$ cat config.mk
export PLATFORM = sky130hd
export DESIGN_NAME = uart_rx
export DESIGN_NICKNAME = d
export VERILOG_FILES = /design/src/rtl/uart_pkg.sv /design/src/rtl/uart_sync2.sv /design/src/rtl/uart_rx.sv
export SDC_FILE = /design/constraint.sdc
export NUM_CORES = 1
export LEC_CHECK = 0
export CAP_MARGIN = 20
export CORE_MARGIN = 1
export CORE_UTILIZATION = 51
export CTS_BUF_LIST = sky130_fd_sc_hd__clkbuf_8
export CTS_CLUSTER_DIAMETER = 60
export DETAILED_ROUTE_END_ITERATION = 16
export PLACE_DENSITY = 0.77
export SETUP_SLACK_MARGIN = 0.02
export SLEW_MARGIN = 10
export SYNTH_ARGS = -nofsm -noshare
export SYNTH_HDL_FRONTEND = slang
export SYNTH_SLANG_ARGS = --single-unit
$ cat constraint.sdc
create_clock -name ref_clk -period 1.65 [get_ports ref_clk]
set_input_delay 0.2475 -clock ref_clk [delete_from_list [all_inputs] [get_ports ref_clk]]
set_output_delay 0.2475 -clock ref_clk [all_outputs]
set_load 0.1 [all_outputs]
$ cat src/rtl/uart_pkg.sv
`default_nettype none
// ============================================================================
// Module   : uart_pkg
// Purpose  : Frame constants and receiver state encoding shared by the UART
// Revision : 1.0
// ============================================================================
package uart_pkg;

  localparam int DATA_BITS  = 8;
  localparam int FRAME_BITS = 10;

  typedef enum logic [2:0] {
    IDLE  = 3'd0,
    START = 3'd1,
    DATA  = 3'd2,
    STOP  = 3'd3,
    BREAK = 3'd4
  } rx_state_t;

endpackage
`default_nettype wire

$ cat src/rtl/uart_sync2.sv
`default_nettype none
// ============================================================================
// Module   : uart_sync2
// Purpose  : Two-flop synchronizer for an asynchronous single-bit input
// Revision : 1.0
// ============================================================================
module uart_sync2
  import uart_pkg::*;
#(
  parameter logic RESET_VALUE = 1'b1
) (
  input  logic ref_clk,
  input  logic reset,
  input  logic d,
  output logic q
);

  logic r_meta;
  logic r_sync;

  always_ff @(posedge ref_clk) begin
    if (reset) begin
      r_meta <= RESET_VALUE;
      r_sync <= RESET_VALUE;
    end else begin
      r_meta <= d;
      r_sync <= r_meta;
    end
  end

  assign q = r_sync;

endmodule
`default_nettype wire

$ cat src/rtl/uart_rx.sv
`default_nettype none
// ============================================================================
// Module   : uart_rx
// Purpose  : 8N1 receiver timed by an external oversample enable
// Revision : 1.0
// ============================================================================
module uart_rx
  import uart_pkg::*;
#(
  parameter int OVERSAMPLE = 16
) (
  input  logic                 ref_clk,
  input  logic                 reset,
  input  logic                 sample_tick,
  input  logic                 rx,
  output logic [DATA_BITS-1:0] out,
  output logic                 valid,
  output logic                 frame_err,
  output logic                 busy
);

  localparam int TW = $clog2(OVERSAMPLE);
  localparam int BW = $clog2(DATA_BITS);
  localparam logic [TW-1:0] c_tick_mid  = TW'(OVERSAMPLE / 2 - 1);
  localparam logic [TW-1:0] c_tick_last = TW'(OVERSAMPLE - 1);
  localparam logic [BW-1:0] c_bit_last  = BW'(DATA_BITS - 1);

  logic                 w_rx_s;
  rx_state_t            r_state,     w_state;
  logic [TW-1:0]        r_tick_cnt,  w_tick_cnt;
  logic [BW-1:0]        r_bit_cnt,   w_bit_cnt;
  logic [DATA_BITS-1:0] r_shreg,     w_shreg;
  logic [DATA_BITS-1:0] r_out,       w_out;
  logic                 r_valid,     w_valid;
  logic                 r_frame_err, w_frame_err;

  uart_sync2 #(.RESET_VALUE(1'b1)) u_sync (
    .ref_clk (ref_clk),
    .reset   (reset),
    .d       (rx),
    .q       (w_rx_s)
  );

  always_ff @(posedge ref_clk) begin
    if (reset) begin
      r_state     <= IDLE;
      r_tick_cnt  <= '0;
      r_bit_cnt   <= '0;
      r_shreg     <= '0;
      r_out       <= '0;
      r_valid     <= 1'b0;
      r_frame_err <= 1'b0;
    end else begin
      r_state     <= w_state;
      r_tick_cnt  <= w_tick_cnt;
      r_bit_cnt   <= w_bit_cnt;
      r_shreg     <= w_shreg;
      r_out       <= w_out;
      r_valid     <= w_valid;
      r_frame_err <= w_frame_err;
    end
  end

  // Every decision waits for a sample_tick; between ticks everything holds.
  always_comb begin
    w_state     = r_state;
    w_tick_cnt  = r_tick_cnt;
    w_bit_cnt   = r_bit_cnt;
    w_shreg     = r_shreg;
    w_out       = r_out;
    w_valid     = 1'b0;
    w_frame_err = 1'b0;
    if (sample_tick) begin
      case (r_state)
        IDLE: begin
          if (!w_rx_s) begin
            w_state    = START;
            w_tick_cnt = '0;
          end
        end
        START: begin
          if (r_tick_cnt == c_tick_mid) begin
            w_tick_cnt = '0;
            if (w_rx_s) begin
              w_state = IDLE;
            end else begin
              w_state   = DATA;
              w_bit_cnt = '0;
            end
          end else begin
            w_tick_cnt = r_tick_cnt + 1'b1;
          end
        end
        DATA: begin
          if (r_tick_cnt == c_tick_last) begin
            w_tick_cnt = '0;
            w_shreg    = {w_rx_s, r_shreg[DATA_BITS-1:1]};
            w_bit_cnt  = r_bit_cnt + 1'b1;
            if (r_bit_cnt == c_bit_last) begin
              w_state = STOP;
            end
          end else begin
            w_tick_cnt = r_tick_cnt + 1'b1;
          end
        end
        STOP: begin
          if (r_tick_cnt == c_tick_last) begin
            w_tick_cnt = '0;
            if (w_rx_s) begin
              w_out   = r_shreg;
              w_valid = 1'b1;
              w_state = IDLE;
            end else begin
              w_frame_err = 1'b1;
              w_state     = BREAK;
            end
          end else begin
            w_tick_cnt = r_tick_cnt + 1'b1;
          end
        end
        BREAK: begin
          // A held-low line must return high before another start is accepted.
          if (w_rx_s) begin
            w_state = IDLE;
          end
        end
        default: begin
          w_state = IDLE;
        end
      endcase
    end
  end

  assign out       = r_out;
  assign valid     = r_valid;
  assign frame_err = r_frame_err;
  assign busy      = (r_state != IDLE);

endmodule
`default_nettype wire

==> Yosys cells after proc, flatten, opt, wreduce, memory -nomap -nowiden <==
Index checks and enable logic that the tools add are counted.
{ "word_totals": {"regBits": 30, "input_bits": 4, "output_inout_bits": 11, "elab_cells": 58} }
{ "op_classes": {"eq_ne": 14, "n_bitwise": 3, "n_addsub": 2, "reduce_logical": 11, "muxes": 19} }
{ "ops": {"columns": ["cell", "count"], "rows": [
  ["$mux 3", 10],
  ["$pmux 3 s5", 1],
  ["$mux 4", 3],
  ["$ne 2x2->1 const B", 6],
  ["$pmux 4 s3", 1],
  ["$reduce_and 7->1", 1],
  ["$eq 3x2->1 const B", 2],
  ["$eq 3x3->1 const B", 2],
  ["$pmux 3 s2", 1],
  ["$reduce_and 3->1", 2],
  ["$reduce_bool 3->1", 2],
  ["$reduce_and 5->1", 1],
  ["$add 4x1->4 const B", 1],
  ["$eq 4x3->1 const B", 1],
  ["$eq 4x4->1 const B", 1],
  ["$reduce_and 4->1", 1],
  ["$reduce_or 4->1", 1],
  ["$add 3x1->3 const B", 1],
  ["$eq 3x1->1 const B", 1],
  ["$logic_not 3->1", 1],
  ["$not 1->1", 3],
  ["$mux 1", 2],
  ["$mux 2", 1],
  ["$ne 2x1->1 const B", 1],
  ["2 further kinds", 2]
]} }

==> Longest topological paths before layout <==
{ "logic_depth": {"ltp_word": 4, "mapped_depth": 6, "depth_no_buf": 6} }

==> By module <==
A second synthesis with hierarchy kept.
{ "hier_totals": {"hier_cells": 128, "hier_area_um2": 1244.9} }
{ "by_module_without_submodules": {"columns": ["module", "area_each_um2", "n_inst", "cells_each"], "rows": [
  ["uart_rx", 1192.4, 1, 124],
  ["uart_sync2", 52.6, 1, 4]
]} }

==> Worst setup path before layout <==
No wires, ideal clock.
{ "synth_path": {"kind": "register -> output", "from": "reg r_state[2]", "to": "out busy", "t_arrival_ns": 1.364, "n_path_buf": 1, "setup_slack_ns": 0.039, "path_stages_with_launch": 3, "required_time_ns": 1.402, "path_cell_list": "dfxtp_1 -> clkbuf_1 -> or3_1"} }
{ "synth_via": {"elab_chain_len": 1} }
{ "synth_rtl": {"columns": ["element", "line_no", "source"], "rows": [
  ["from (decl)", "uart_rx.sv:29", "rx_state_t r_state, w_state;"],
  ["from (signal assigned)", "uart_rx.sv:54", "r_state <= w_state;"],
  ["$reduce_bool 3->1", "uart_rx.sv:137", "assign busy = (r_state != IDLE);"],
  ["to (decl)", "uart_rx.sv:19", "output logic busy"]
]} }
No other way between the ends.

==> Final worst setup path <==
{ "layout_path": {"from": "reg r_state[0]", "to": "reg r_bit_cnt[2]"} }
{ "layout_via": {"elab_chain_len": 3, "elab_cells_between_ends": 8, "classes_between": "eq/ne (5); mux (1); reduce/logical (2)"} }
{ "layout_rtl": {"columns": ["element", "line_no", "source"], "rows": [
  ["$eq 3x1->1 / $eq 3x2->1 (equally long branches)", "uart_rx.sv:74", "case (r_state)"],
  ["$ne 2x2->1 (no line) / $reduce_bool 2->1 (equally long branches)", null, null],
  ["$reduce_and 5->1 (no line)", null, null],
  ["to (signal assigned)", "uart_rx.sv:56", "r_bit_cnt <= w_bit_cnt;"],
  ["to (decl)", "uart_rx.sv:31", "logic [BW-1:0] r_bit_cnt, w_bit_cnt;"]
]} }
Parallel ways exist; a longest one is shown, timed or not.
A chain may end at the register's enable or synchronous reset.

==> key figures <==
Synthesis
  – Synth top area share: 46.4%
  – Cell variety after synth: 35
  – Post-Synthesis Cell Area: 0.00129 mm²
  – Sequential area share after synthesis: 46.4%
  – Avg Cell Area, Syn: 9.74 µm²
  – Top post-synthesis cells by area: dfxtp_1 46%, mux2i_1 13%, nor2_1 6.7%, a21oi_1 3.1%, ha_1 2.9%
  – Synth Net Count: 140
  – Area leader, netlist: dfxtp_1
  – Mapped Cells: 133
  – Synth warn: 0
  – FF+latch count, synth: 30

Detailed routing
  – Vias: 1047
  – Post-DRT Antenna Nets: 0
  – First drt pass iteration count: 4
  – Starting DRT DRC Count: 23
  – DRT Wirelength: approximately 2800 µm
  – DRC: 0
  – Vias/cell: 5.63
  – Routed length per instance: between 10 and 15 µm

Worst setup path
  – Crit path required time: 1810 ps
  – Crit. End Element: flip-flop
  – Setup CP Type: flip-flop to flip-flop
  – CP Max Fanout: 10
  – Worst Path Arrival: approximately 1800 ps
  – Crit start category: flip-flop
  – Reg2Reg Depth: 4

Power and ir drop
  – Total leakage power: 0.000634 µW
  – Cell internal pwr: 1080 µW
  – P per Cell Area: 780 mW/mm²
  – Psw: 291 µW
  – Seq pwr share: 53.6%
  – Clk network pwr share: 41.7%
  – VDD IR max: roughly 0.00068 V
  – Sw Share: 21.3%
  – Logic pwr share: 4.7%

Placement
  – Quantity of I/O buffers inserted on ports: 14
  – Post-DP HPWL: just over 2000 µm
  – Routability cong.: 0.793
  – Place WS: -86.6 ps

Status
  – Status: complete, no violations

STA
  – Hold Vio Cnt, Final: 0
  – Final period utilization: 97.8%
  – Slew Limit Fails: 0
  – Highest clock rate: 0.620 GHz
  – Hold slack final: 419 ps
  – RSZ-0062 raised after global routing: true
  – Final setup fails: 0
  – Tightest Pin Transition: 414 ps
  – Max Clock Skew: 5.53 ps
  – Period minus WS final: 1610 ps
  – PnR worst setup slack: 36.6 ps
  – Rel. slew slack: 72.3%

Min path
  – Hold Crit Class: flip-flop to flip-flop
  – Hold Crit Depth: 1

Die
  – CORE AREA: 0.00230 mm²
  – Die Span X: approximately 52 µm
  – Starting utilization of the core area: 56.4%
  – Row cnt: 17
  – Die height: 52.4 µm
  – Top Ports: 15
  – DIE AREA: 0.00274 mm²

Clocking
  – Clock Tree Buf Depth: 2
  – Root buffer cell: clkbuf_8
  – CTS sink count: 30
  – Clock buffer count from CTS: 5
  – CTS Hold Bufs: 0
  – Clock slew at reported path FFs: 60 ps
  – TritonCTS clock tree: done
  – Worst-Skew Late Latency: about 280 ps
  – H-tree Lvls: 2

Global routing
  – Largest net degree at the start of global routing: 20
  – First-pass GRT wire length: 4550 µm
  – Vias in the first global route: 1002
  – All-Layer GR Usage: a little under a quarter
  – Initial antenna violation count: 0
  – Gr ovfl total: 0

Final layout
  – Antenna cell count: 0
  – Post-layout util: 76.3%
  – Synth-to-Final Area Change: 35.4%
  – Final net count: 166
  – Layout cells sized above 1: 24.1%

Flow run
  – Max-capacitance violation count: 0
logic make-up after synthesis:
group / after synthesis / share of synthesized area [%]
AOI/OAI and AO/OA: 20 / 10.0
DFF: 30 / 46.4
buffers and inverters: 9 / 3.28
muxes: 17 / 13.1
xor gates and xnor gates: 2 / 1.35
adders and majority gates: 3 / 2.90
and+or+nand+nor: 52 / 22.9
metal layers:
layer	vias to the layer above	wire, µm	global-route usage, %
met5	-	0	0
met4	0	57	14.5
met3	7	88	6.38
met2	19	1350	36.7
met1	496	1280	29.3
li1	525	-	-
path summary, 6_finish.rpt:
| kind | from | end | slack [ps] |
|---|---|---|---|
| setup / recovery | r_state[0] | r_bit_cnt[2] | 40 |
| hold reg to reg | u_sync.r_meta | u_sync.q | 420 |
| setup reg to reg | r_state[0] | r_bit_cnt[2] | 40 |
| hold / removal | u_sync.r_meta | u_sync.q | 420 |
worst max-delay path: stages (launching register included):
cell,delay (ps)
dfxtp_1,520
or4b_1,480
a21o_2,230
a22oi_1,190
nor2_1,90
registers in the layout, indices dropped and copies added (netlist names):
signal / count
frame_err: 1
out: 8
r_bit_cnt: 3
r_shreg: 8
r_state: 3
r_tick_cnt: 4
u_sync.q: 1
u_sync.r_meta: 1
valid: 1
cell type report:
| cell class | instances | area (µm²) |
|---|---|---|
| Clock buffer | 6 | 82.6 |
| Fill cell | 155 | 544 |
| Inverter | 2 | 7.51 |
| Multi-Input combinational cell | 94 | 669 |
| Sequential cell | 30 | 602 |
| Tap cell | 28 | 35.0 |
| Timing Repair Buffer | 26 | 357 |
cells in the final DEF (no fill, tap or decap), types with 3 or more instances in the layout:
cell	instances
buf_12	12
nor2_1	23
dfxtp_1	29
buf_4	10
clkdlybuf4s50_1	3
o21ai_0	3
nand2_1	5
nand3_1	3
clkbuf_8	6
mux2i_1	17
a21oi_1	8
stage by stage:
| step | power, µW | cells | instance area [µm²] | setup TNS [ps] |
|---|---|---|---|---|
| 5_1_grt | 1420 | 186 | 1750 | -16.7 |
| 3_3_place_gp | 809 | 179 | 1640 | -295 |
| 6_report | 1370 | 186 | 1750 | 0 |
| 3_5_place_dp | 812 | 179 | 1640 | -1400 |
| 4_1_cts | 1370 | 185 | 1730 | 0 |
| 2_1_floorplan | 780 | 133 | 1290 | 0 |
power groups by stage:
| stage | sequential (µW) | clock [µW] | combinational (µW) |
|---|---|---|---|
| 3_5_place_dp | 748 | 0 | 63.4 |
| 6_report | 733 | 570 | 64.0 |
| 5_1_grt | 733 | 614 | 68.8 |
| 2_1_floorplan | 745 | 0 | 34.6 |
| 3_3_place_gp | 748 | 0 | 60.9 |
| 4_1_cts | 732 | 578 | 63.7 |
cells in the mapped netlist:
master and count:
dfxtp_1 30, nor2_1 23, mux2i_1 17, a21oi_1 8, nand2_1 5, clkbuf_1 4
ha_1 3, nand3_1 3, o21ai_0 3, a22oi_1 2, buf_4 2, inv_1 2
nand2b_1 2, nand3b_1 2, nand4b_1 2, nor3_1 2, nor3b_1 2, nor4_1 2
nor4b_1 2, or2_2 2, a21bo_2 1, a21o_1 1, a21o_2 1, a311oi_1 1
a32oi_1 1, buf_2 1, nand4b_4 1, nor3_4 1, o211ai_1 1, o311ai_0 1
or3_1 1, or4_1 1, or4b_1 1, xnor2_1 1, xor2_1 1
timing repair:
item / CTS / global route
setup buffers: 0 / 0
hold endpoints to repair: 0 / 0
endpoints found under the setup margin: 1 / 17
pin swaps: 0 / 1
gates resized for setup: 1 / 3
cloned: 0 / 1
(Power assumes the default switching activity.)
